===== config.mk =====
export PLATFORM = sky130hd
export DESIGN_NAME = sha256_msg_padder
export DESIGN_NICKNAME = d
export VERILOG_FILES = /design/src/rtl/sha256_pkg.sv /design/src/rtl/sha256_pad_word.sv /design/src/rtl/sha256_msg_padder.sv
export SDC_FILE = /design/constraint.sdc
export NUM_CORES = 1
export LEC_CHECK = 0
export ABC_AREA = 1
export CORE_MARGIN = 4
export CORE_UTILIZATION = 35
export CTS_BUF_LIST = sky130_fd_sc_hd__clkbuf_4
export DETAILED_ROUTE_END_ITERATION = 10
export PLACE_DENSITY = 0.65
export SLEW_MARGIN = 5
export SYNTH_ARGS = -nofsm -noshare
export SYNTH_HDL_FRONTEND = slang
export SYNTH_SLANG_ARGS = --single-unit

===== constraint.sdc =====
create_clock -name clk -period 28.8 [get_ports clk]
set_clock_uncertainty 0.2 [all_clocks]
set_input_delay 5.76 -clock clk [delete_from_list [all_inputs] [get_ports clk]]
set_output_delay 5.76 -clock clk [all_outputs]
set_load 0.1 [all_outputs]

===== src/rtl/sha256_pkg.sv =====
// Shared constants and types for the SHA-256 message front end.
package sha256_pkg;

    localparam int          BLOCK_WORDS = 16;
    localparam int          LEN_WORD_HI = 14;
    localparam int          LEN_WORD_LO = 15;
    localparam logic [31:0] PAD_MARKER  = 32'h8000_0000;

    typedef enum logic [1:0] {
        FILL  = 2'd0,
        EMIT  = 2'd1,
        EXTRA = 2'd2
    } pad_state_t;

    // Byte counts above four mean a full word.
    function automatic logic [2:0] clamp_bytes(input logic [2:0] bytes);
        clamp_bytes = (bytes > 3'd4) ? 3'd4 : bytes;
    endfunction

endpackage


===== src/rtl/sha256_pad_word.sv =====
// Final-word formatter: keeps the valid leading bytes, appends the 0x80 marker, zeroes the rest.
module sha256_pad_word
    import sha256_pkg::*;
(
    input  logic [31:0] data,
    input  logic [2:0]  bytes,
    output logic [31:0] word
);

    // Mask and mark the word; a full word has no room for the marker and passes through.
    always_comb begin
        case (clamp_bytes(bytes))
            3'd0:    word = PAD_MARKER;
            3'd1:    word = {data[31:24], 24'h80_0000};
            3'd2:    word = {data[31:16], 16'h8000};
            3'd3:    word = {data[31:8], 8'h80};
            default: word = data;
        endcase
    end

endmodule


===== src/rtl/sha256_msg_padder.sv =====
// Streams 32-bit message words into padded 512-bit SHA-256 blocks.
// Define SHA256_PAD_STATS_EN to add the blk_count handshake counter output.
module sha256_msg_padder
    import sha256_pkg::*;
#(
    parameter int LEN_W = 64
) (
    input  logic         clk,
    input  logic         reset,
    input  logic         in_valid,
    output logic         in_ready,
    input  logic [31:0]  in_data,
    input  logic         in_last,
    input  logic [2:0]   in_bytes,
    output logic         blk_valid,
    input  logic         blk_ready,
    output logic [511:0] blk_data,
    output logic         blk_last
`ifdef SHA256_PAD_STATS_EN
    ,
    output logic [31:0]  blk_count
`endif
);

    localparam int CNT_W = LEN_W - 3;

    pad_state_t     state_r;
    logic [3:0]     idx_r;
    logic [CNT_W-1:0] byte_len_r;
    logic [CNT_W-1:0] byte_len_nxt_s;
    logic           need_extra_r;
    logic           extra_mark_r;
    logic           in_ready_r;
    logic           blk_valid_r;
    logic           blk_last_r;
    logic [511:0]   blk_data_r;
    logic [511:0]   fill_data_s;
    logic [511:0]   extra_data_s;
    logic [2:0]     bytes_s;
    logic [2:0]     add_s;
    logic [4:0]     idx5_s;
    logic [4:0]     mark_idx_s;
    logic           mark_fits_s;
    logic [63:0]    len_now_s;
    logic [63:0]    len_reg_s;
    logic [31:0]    pad_word_s;
    logic           in_fire_s;
    logic           blk_fire_s;

    sha256_pad_word u_pad_word (
        .data  (in_data),
        .bytes (in_bytes),
        .word  (pad_word_s)
    );

    // Length bookkeeping and marker position for the word being offered.
    always_comb begin
        bytes_s        = clamp_bytes(in_bytes);
        add_s          = in_last ? bytes_s : 3'd4;
        byte_len_nxt_s = byte_len_r + CNT_W'(add_s);
        idx5_s         = {1'b0, idx_r};
        mark_idx_s     = idx5_s + ((bytes_s == 3'd4) ? 5'd1 : 5'd0);
        mark_fits_s    = (mark_idx_s < 5'(LEN_WORD_HI));
        len_now_s      = 64'({byte_len_nxt_s, 3'b000});
        len_reg_s      = 64'({byte_len_r, 3'b000});
        in_fire_s      = in_valid && in_ready_r;
        blk_fire_s     = blk_valid_r && blk_ready;
        extra_data_s   = {(extra_mark_r ? PAD_MARKER : 32'h0), 416'h0, len_reg_s};
    end

    for (genvar g = 0; g < BLOCK_WORDS; g++) begin : g_word
        localparam logic [4:0] G = 5'(g);
        logic [31:0] w_s;

        // Next value of buffer word g when a message word is accepted.
        always_comb begin
            if (G < idx5_s) begin
                w_s = blk_data_r[511-32*g -: 32];
            end else if (G == idx5_s) begin
                w_s = in_last ? pad_word_s : in_data;
            end else if (!in_last) begin
                w_s = blk_data_r[511-32*g -: 32];
            end else if (G == mark_idx_s) begin
                w_s = PAD_MARKER;
            end else if (mark_fits_s && (G == 5'(LEN_WORD_HI))) begin
                w_s = len_now_s[63:32];
            end else if (mark_fits_s && (G == 5'(LEN_WORD_LO))) begin
                w_s = len_now_s[31:0];
            end else begin
                w_s = 32'h0;
            end
        end

        assign fill_data_s[511-32*g -: 32] = w_s;
    end

    // Fill / emit / extra-block sequencing with registered handshake outputs.
    always_ff @(posedge clk or posedge reset) begin
        if (reset) begin
            state_r      <= FILL;
            idx_r        <= 4'd0;
            byte_len_r   <= '0;
            need_extra_r <= 1'b0;
            extra_mark_r <= 1'b0;
            in_ready_r   <= 1'b1;
            blk_valid_r  <= 1'b0;
            blk_last_r   <= 1'b0;
            blk_data_r   <= 512'h0;
        end else begin
            case (state_r)
                FILL: begin
                    if (in_fire_s) begin
                        blk_data_r <= fill_data_s;
                        byte_len_r <= byte_len_nxt_s;
                        if (in_last) begin
                            state_r      <= EMIT;
                            in_ready_r   <= 1'b0;
                            blk_valid_r  <= 1'b1;
                            idx_r        <= 4'd0;
                            blk_last_r   <= mark_fits_s;
                            need_extra_r <= !mark_fits_s;
                            extra_mark_r <= (mark_idx_s == 5'd16);
                        end else if (idx_r == 4'd15) begin
                            state_r      <= EMIT;
                            in_ready_r   <= 1'b0;
                            blk_valid_r  <= 1'b1;
                            idx_r        <= 4'd0;
                            blk_last_r   <= 1'b0;
                            need_extra_r <= 1'b0;
                            extra_mark_r <= 1'b0;
                        end else begin
                            idx_r <= idx_r + 4'd1;
                        end
                    end
                end
                EMIT: begin
                    if (blk_fire_s) begin
                        if (need_extra_r) begin
                            // The extra block is loaded on the handshake so valid never drops.
                            state_r      <= EXTRA;
                            blk_data_r   <= extra_data_s;
                            blk_last_r   <= 1'b1;
                            need_extra_r <= 1'b0;
                        end else begin
                            state_r     <= FILL;
                            in_ready_r  <= 1'b1;
                            blk_valid_r <= 1'b0;
                            blk_last_r  <= 1'b0;
                            if (blk_last_r) begin
                                byte_len_r <= '0;
                            end
                        end
                    end
                end
                EXTRA: begin
                    if (blk_fire_s) begin
                        state_r      <= FILL;
                        in_ready_r   <= 1'b1;
                        blk_valid_r  <= 1'b0;
                        blk_last_r   <= 1'b0;
                        extra_mark_r <= 1'b0;
                        byte_len_r   <= '0;
                    end
                end
                default: begin
                    state_r     <= FILL;
                    idx_r       <= 4'd0;
                    byte_len_r  <= '0;
                    in_ready_r  <= 1'b1;
                    blk_valid_r <= 1'b0;
                    blk_last_r  <= 1'b0;
                end
            endcase
        end
    end

`ifdef SHA256_PAD_STATS_EN
    logic [31:0] blk_count_r;

    // Free-running count of block handshakes.
    always_ff @(posedge clk or posedge reset) begin
        if (reset) begin
            blk_count_r <= 32'd0;
        end else if (blk_fire_s) begin
            blk_count_r <= blk_count_r + 32'd1;
        end
    end

    assign blk_count = blk_count_r;
`endif

    assign in_ready  = in_ready_r;
    assign blk_valid = blk_valid_r;
    assign blk_data  = blk_data_r;
    assign blk_last  = blk_last_r;

endmodule


# After elaboration in Yosys (flattened, before gate mapping)
# Cells that the tools add are included.
[op_classes]
n_bitwise = 1
reduce_logical = 32
magnitude_cmp = 18
n_addsub = 3
eq_ne = 77
mux = 118
[op_table]
columns = ["cell", "count"]
rows = [
  ["32-bit 2-to-1 mux", 68],
  ["512-bit 2-to-1 mux", 3],
  ["512-bit case mux with 2 select lines", 1],
  ["61-bit 2-to-1 mux", 5],
  ["61-bit case mux with 3 select lines", 1],
  ["32-bit case mux with 4 select lines", 1],
  ["6-bit AND reduction", 16],
  ["61-bit by 3-bit adder with 61-bit output", 1],
  ["3-bit inequality test, second input constant", 17],
  ["2-bit inequality test, second input constant", 22],
  ["4-bit by 5-bit equality test with 1-bit output, first input constant", 8],
  ["4-bit equality test, first input constant", 8],
  ["4-bit less-than comparator, first input constant", 8],
  ["1-bit 2-to-1 mux", 21],
  ["3-bit by 5-bit equality test with 1-bit output, first input constant", 4],
  ["3-bit by 4-bit equality test with 1-bit output, first input constant", 4],
  ["3-bit by 4-bit less-than comparator with 1-bit output, first input constant", 4],
  ["2-bit 2-to-1 mux", 6],
  ["4-bit 2-to-1 mux", 3],
  ["4-bit AND reduction", 3],
  ["2-bit by 5-bit equality test with 1-bit output, first input constant", 2],
  ["5-bit logical NOT", 2],
  ["5-bit AND reduction", 2],
  ["1-bit case mux with 3 select lines", 3],
  ["other kinds (28)", 36],
]
[word_totals]
wordCells = 273
output_inout_bits = 515
regBits = 584

# Longest topological paths before layout
# Gate-level depths: netlist of the first run.
[logic_depth]
depth_word = 13
ltp_mapped = 19

# Hierarchy
# From an unflattened synthesis of the first run, not the netlist that was laid out.
[unflattened]
hier_cells = 2871
area_unflattened_um2 = 25707.2
[by_module_without_submodules]
columns = ["module", "n_inst", "area_each_um2", "cells_per_inst"]
rows = [
  ["sha256_msg_padder", 1, 25404.4, 2799],
  ["sha256_pad_word", 1, 302.8, 72],
]

# Worst setup path after synthesis of the first run
# Ideal clock, no wire load.
[synth_timing]
path_kind = "in2reg"
from = "input in_last"
to = "register blk_data_r[57], in the netlist blk_data[57]"
required_time_ns = 28.477
cell_stages = 18
setup_time_ns = 0.123
setup_slack_ns = 20.755
arrival_time_ns = 7.722
path_cell_list = "inv_2 -> nor2_1 -> inv_1 -> buf_2 -> nor2_1 -> ha_1 -> fa_1 -> nand2_1 -> a21oi_2 -> nand2_1 -> nor2_1 -> nand2_1 -> nor2_1 -> nand2_1 -> nand2_1 -> nor2_1 -> o21ai_0 -> nand2_1"
[synth_via]
elab_chain_cells = 9
elab_cells_between_ends = 12
[synth_lines]
columns = ["element", "line", "source"]
rows = [
  ["start, declared", "sha256_msg_padder.sv:13", "input logic in_last,"],
  ["3-bit 2-to-1 mux", "sha256_msg_padder.sv:59", "add_s = in_last ? bytes_s : 3'd4;"],
  ["61-bit by 3-bit adder with 61-bit output", "sha256_msg_padder.sv:60", "byte_len_nxt_s = byte_len_r + CNT_W'(add_s);"],
  ["32-bit 2-to-1 mux", "sha256_msg_padder.sv:85", "end else if (mark_fits_s && (G == 5'(LEN_WORD_HI))) begin"],
  ["32-bit 2-to-1 mux", "sha256_msg_padder.sv:83", "end else if (G == mark_idx_s) begin"],
  ["32-bit 2-to-1 mux", "sha256_msg_padder.sv:81", "end else if (!in_last) begin"],
  ["32-bit 2-to-1 mux", "sha256_msg_padder.sv:79", "end else if (G == idx5_s) begin"],
  ["32-bit 2-to-1 mux", "sha256_msg_padder.sv:77", "if (G < idx5_s) begin"],
  ["512-bit 2-to-1 mux", "sha256_msg_padder.sv:112", "if (in_fire_s) begin"],
  ["512-bit case mux with 2 select lines", "sha256_msg_padder.sv:110", "case (state_r)"],
  ["end signal, assigned", "sha256_msg_padder.sv:113", "blk_data_r <= fill_data_s;"],
  ["end signal, assigned", "sha256_msg_padder.sv:141", "blk_data_r <= extra_data_s;"],
  ["end, declared", "sha256_msg_padder.sv:36", "logic [511:0] blk_data_r;"],
]
# Parallel ways exist; a longest one is shown, timed or not. The select of a mux whose other input is x is not followed.
# A chain may end at the register's enable or synchronous reset.

# Worst setup path after layout of the first run
# Same ends and word-level chain as after synthesis.

==> results.cfg, run 1 <==
[route]
wl_met2_um = 51000
num_vias = 25400
drt_iter0_drc = 2945
wirelength_um = 113000
drc = 0
antenna_left = 0
wl_met1_um = 46300
routedWlPerCell_um = 23.6
dr_wl_met3_um = 9810
viasPerCell = 5.31
first_pass_iters = 8
top_layer = met5

[run_status]
status = completed

[synth]
netlist_area_um2 = 26800
synthArstFlopShare_pct = 100
syn_avg_cell_area_um2 = 8.78
ys_ff_latch = 584
synth_warnings = 0
yosysSeqAreaShare_pct = 54.5
synth_edf_count = 0
synthFlopType = dfrtp_1
syn_inst = 3055
synth_cell_types = 54
synth.net_count = 3107

[place]
dpl_cell_area_um2 = 33100
place_congestion = 0.981
pre_cts_slack_ps = 18990
place_hpwl_um = 76500
portBuffers = 554

[power_and_ir_drop]
seq_power_share_pct = 27.7
p_sw_mw = 1.91
power_density_nw_per_um2 = 102
combPwrFrac_pct = 49.8
p_leak_nw = 15.9
netSwitchingFraction_pct = 53.4
ir_drop_v = 0.000102
clkPwrFrac_pct = 22.5
p_int_mw = 1.67

[grt]
grt-ovfl-total = 0
track_usage_pct = 27.1
antenna_found_initial = 11
grt_max_degree = 122
grt_pass1_wl_um = 166000
grt_pass1_vias = 24500

[setup_path]
criticalPathCategory = primary input to flip-flop
critPathMaxFanout = 11
cpMaxStageDelayCell = nor2_1
cp_cell_sequence = clkdlybuf4s50_1, inv_2, nor2_1, inv_1, nor2_1, ha_1, fa_1, nand2_1, a21oi_2, nand2_1, nor2_1, nand2_1, nor2_1, nand2_1, nand2_1, nor2_1, o21ai_0, nand2_1
start_kind = primary input
crit_required_ps = 29420
crit_path_frequent_cell = nand2_1
max_stage_delay_ps = 590
arrival_ps = 9600
r2r_start = state_r[0]
endpoint_kind = flip-flop
crit_start = in_last

[clock_tree]
clock_latency_ps = 1030
clkTransAtPathRegs_ps = 60
cts_hold_buf = 0
cts_setup_buffers = 0
clock-sinks = 584
cts-resized-gates = 0
h-tree-depth = 4
numCtsBuffers = 163
cts-root-buf = clkbuf_4
clock_path_buffers = 3
tritoncts = built

[timing]
setup_viol_count_final = 0
finalMaxSlewViolations = 0
fin_ws_ps = 19830
finalCritPeriodShare_pct = 31.1
rsz0062_at_grt = no
fin_crit_ps = 8970
hold_viol_final = 0
final.setup.tns_ps = 0
hold_slack_ps = 271
tightestPinTransition_ps = 1240
fmax_ghz = 0.111
slew_headroom_pct = 17.1

[die]
io_pins = 555
initial_core_util_pct = 35.3
die-area_um2 = 81100
die_w_um = 285
die_y_um = 285
rows = 101
core_area_um2 = 75900

[cells_and_area]
fin_area_um2 = 35200
nNetsFinal = 3673
final_cell_mix = nand2_1, dfrtp_1, clkdlybuf4s50_1
layout_commonest_cell = nand2_1
syn2layout_area_growth_pct = 31.3
drive_gt1_share_pct = 11.2

[min_path]
hp-class = flip-flop to flip-flop
worst_hold_startpoint = blk_data[98]

[job]
cap_viol_max_count = 0
==> sequential cells by signal, summed over array words and instances, names as in the netlist <==
signal and cells:
blk_valid 1, state_r 2, blk_data 512, idx_r 4, in_ready 1, need_extra_r 1
extra_mark_r 1, byte_len_r 61, blk_last 1
==> layer usage <==
layer  GRT usage (%)  vias to the layer above
met4            13.7                        8
met2            41.7                     1318
met1            35.8                    12400
met5               0                        -
li1                -                    11400
met3            6.67                      272
==> path summary, 6_finish.rpt <==
path / end / slack (ps) / cells after the start
max: blk_data[57] / 19830 / 18
min: blk_data[98] / 270 / 2
max reg2reg: blk_data[33] / 23990 / 11
min reg2reg: blk_data[98] / 270 / 2
max in group asynchronous: blk_data[268] / 20270 / 5
min in group asynchronous: blk_data[370] / 5160 / 2
==> final cells by class <==
class | instances | area (µm²)
repair buffers | 602 | 5890
clock buffers | 252 | 1890
inverters | 222 | 848
fillers | 7396 | 40700
well taps | 1030 | 1290
clock inverters | 36 | 279
multi-input cells | 2048 | 10400
diodes | 7 | 17.5
flip-flops and latches | 584 | 14600
==> worst max-delay path: cells and delay by family <==
| kind | cells | cell delay, ps |
|---|---|---|
| compound gates | 2 | 380 |
| fa+ha+maj | 2 | 430 |
| buf+inv | 3 | 970 |
| simple gates | 11 | 2070 |
==> cell families after synthesis <==
group | Yosys count | share of synthesized area, %
buffers and inverters | 423 | 6.91
AO/OA/AOI/OAI | 620 | 15.5
flip-flops | 584 | 54.5
adder cells (fa/ha/maj) | 12 | 0.588
XOR/XNOR | 42 | 1.40
AND/OR/NAND/NOR | 1374 | 21.2
==> power by group through the flow <==
stage	clock (mW)	sequential (mW)	combinational, mW
after floorplan	0	1.65	0.667
after global placement	0	1.00	1.77
after detailed placement	0	1.00	1.77
after CTS	0.823	0.991	1.78
after global routing	0.869	1.00	1.87
final	0.807	0.994	1.79
==> Yosys cell counts, types with 2 or more instances <==
master	number	area [µm²]
a21oi_1	84	420
a21oi_4	2	32.5
a221oi_1	10	87.6
a22o_1	5	43.8
a41oi_1	2	17.5
and2_1	2	12.5
buf_1	7	26.3
buf_2	84	420
buf_4	10	75.1
buf_6	15	169
clkbuf_1	83	312
clkbuf_2	2	10.0
clkinv_1	2	7.51
dfrtp_1	583	14600
ha_1	11	138
inv_1	195	732
inv_2	23	86.3
nand2_1	971	3640
nand2_2	7	43.8
nand3_1	184	921
nand4_1	22	138
nor2_1	150	563
nor2_2	2	12.5
nor2_4	16	180
nor2_8	3	60.1
nor3_1	13	65.1
o211ai_1	27	203
o21a_1	2	15.0
o21ai_0	166	831
o21ai_1	11	55.1
o21bai_1	5	37.5
o22ai_1	19	119
o31ai_1	256	1920
o31ai_2	20	250
o41ai_1	2	17.5
xor2_1	41	359
==> stage by stage <==
step	std cells	total power, mW	utilization [%]
final	4781	3.59	46.4
after global routing	4780	3.75	46.4
after CTS	4774	3.59	46.4
after detailed placement	4486	2.77	43.5
after global placement	4486	2.78	43.5
after floorplan	3055	2.31	-
Power figures use the tool's default switching activity.
==> inputs of run 2 (changes only) <==
--- a/config.mk
+++ b/config.mk
@@ -10,7 +10,7 @@
 export CORE_UTILIZATION = 35
 export CTS_BUF_LIST = sky130_fd_sc_hd__clkbuf_4
 export DETAILED_ROUTE_END_ITERATION = 10
-export PLACE_DENSITY = 0.65
+export PLACE_DENSITY = 0.67
 export SLEW_MARGIN = 5
 export SYNTH_ARGS = -nofsm -noshare
 export SYNTH_HDL_FRONTEND = slang
==> constraint.sdc (replaced) <==
create_clock -name clk -period 7.2 [get_ports clk]
set_clock_uncertainty 0.2 [all_clocks]
set_input_delay 1.44 -clock clk [delete_from_list [all_inputs] [get_ports clk]]
set_output_delay 1.44 -clock clk [all_outputs]
set_load 0.1 [all_outputs]
==> run 2 against run 1 <==
Utilization increased by 0.12 points. Clock-buffer cell count rose by 4. Setup slack worse by 17000 ps. Largest power group unchanged. Routed wire length up 1.4%. Hold slack gained 7.1 ps. Non-clock buffer count up 6. Critical path type is now flip-flop to flip-flop. First-iteration DRC count fell by 2.4%. Sequential share of layout area decreased by 0.11 points. Global-route usage grew 0.18 points. Cell area rose by 0.27%.
==> results.cfg, run 2 (same netlist as run 1, synthesis figures left out) <==
[timing]
finalCritPeriodShare_pct = 61.1
slew_headroom_pct = 11.4
hold_viol_final = 0
fmax_ghz = 0.227
fin_crit_ps = 4400
hold_slack_ps = 278
final.setup.tns_ps = 0
finalMaxSlewViolations = 0
rsz0062_at_grt = no
setup_viol_count_final = 0
tightestPinTransition_ps = 1330

[setup_path]
cpMaxStageDelayCell = a211oi_4
max_stage_delay_ps = 880
criticalPathCategory = flip-flop to flip-flop
critPathMaxFanout = 38
cp_cell_sequence = inv_1, ha_2, inv_2, nand2_2, o21ai_1, nor2_2, buf_4, inv_6, a211oi_4, buf_4, nand3_1, o21ai_1
start_kind = flip-flop
arrival_ps = 5090
endpoint_kind = flip-flop
crit_required_ps = 7890

[cells_and_area]
nNetsFinal = 3682
n_fill_cell = 7372
fin_cells = 4795
largest_reg_flops = 512
layout_commonest_cell = nand2_1
syn2layout_area_growth_pct = 31.7
regArea_um2 = 14600
drive_gt1_share_pct = 11.4
final_cell_mix = nand2_1, dfrtp_1, clkdlybuf4s50_1
multi_input_area_um2 = 10400

[grt]
grt_pass1_wl_um = 167000
grt-ovfl-total = 0
grt_pass1_vias = 24500
antenna_found_initial = 8
grt_max_degree = 143
track_usage_pct = 27.3

[run_status]
status = completed

[die]
io_pins = 555
die-area_um2 = 81100
die_w_um = 285
initial_core_util_pct = 35.3
rows = 101
die_y_um = 285
core_area_um2 = 75900

[clock_tree]
numCtsBuffers = 166
tritoncts = built
clock-sinks = 584
cts-resized-gates = 0
clkTransAtPathRegs_ps = 60
cts_setup_buffers = 0
cts_hold_buf = 0
clock_latency_ps = 1040
clock_path_buffers = 3
h-tree-depth = 4
cts-root-buf = clkbuf_4

[route]
wirelength_um = 114000
routedWlPerCell_um = 23.9
wl_met1_um = 45900
antenna_left = 0
dr_wl_met3_um = 11400
first_pass_iters = 6
drc = 0
viasPerCell = 5.35
num_vias = 25700
top_layer = met4
drt_iter0_drc = 2873
wl_met2_um = 52000

[place]
place_hpwl_um = 79400
place_congestion = 0.980
portBuffers = 554
placed_cells = 4492

[power_and_ir_drop]
ir_drop_v = 0.000344
power_density_nw_per_um2 = 406
p_leak_nw = 16.0

[job]
cap_viol_max_count = 0

[min_path]
hp-class = flip-flop to flip-flop
[run 2: cell types whose count changed in the layout (fill, tap and decap cells not counted), sizes merged]
cell,before,now
bufinv,3,0
diode,7,6
inv,228,226
clkinv,26,35
clkinvlp,1,2
clkbuf,252,256
clkdlybuf4s50,548,551
buf,54,57
[run 2: routing by layer]
layer	track usage (%)	up-vias
li1	-	11400
met4	12.1	0
met1	35.3	12500
met2	42.9	1441
met3	7.63	270
met5	0	-
[run 2: worst paths after layout]
| kind | from | end | slack, ps | cells after the start |
|---|---|---|---|---|
| worst max-delay path | state_r[1] | blk_data[328] | 2800 | 12 |
| worst min-delay path | blk_data[172] | blk_data[172] | 280 | 2 |
| max in group asynchronous | reset | byte_len_r[2] | 4640 | 4 |
| worst min register to register | blk_data[172] | blk_data[172] | 280 | 2 |
| worst max register to register | state_r[1] | blk_data[328] | 2800 | 12 |
| min in group asynchronous | reset | blk_data[79] | 610 | 2 |
[run 2: final cells by class]
| type | count | share of cell area [%] |
|---|---|---|
| Antenna cell | 6 | 0.0425 |
| Clock buffer | 256 | 5.44 |
| Clock inverter | 41 | 0.776 |
| Inverter | 222 | 2.39 |
| Multi-Input combinational cell | 2048 | 29.4 |
| Sequential cell | 584 | 41.4 |
| Tap cell | 1030 | 3.65 |
| Timing Repair Buffer | 608 | 16.9 |
[run 2: stage by stage]
step           utilization (%)  power [mW]  cell area (µm²)  setup WS [ps]
2_1_floorplan                -        9.25            26800          -2400
3_3_place_gp              43.6        11.1            33100           2070
3_5_place_dp              43.6        11.1            33100           1920
4_1_cts                   46.5        14.4            35300           2710
5_1_grt                   46.5        15.0            35300           2560
6_report                  46.5        14.4            35300           2800
[run 2: critical path, delay by kind of cell (launching register included)]
kind / cells / cell delay, ps
buffers and inverters: 5 / 1380
AOI/OAI and AO/OA: 3 / 1070
and+or+nand+nor: 3 / 840
DFF: 1 / 390
adders and majority gates: 1 / 360
[run 2: where the power goes]
group	internal [mW]	switching (mW)
logic	1.29	5.88
clock network	1.65	1.58
registers	3.68	0.274
total	6.62	7.73
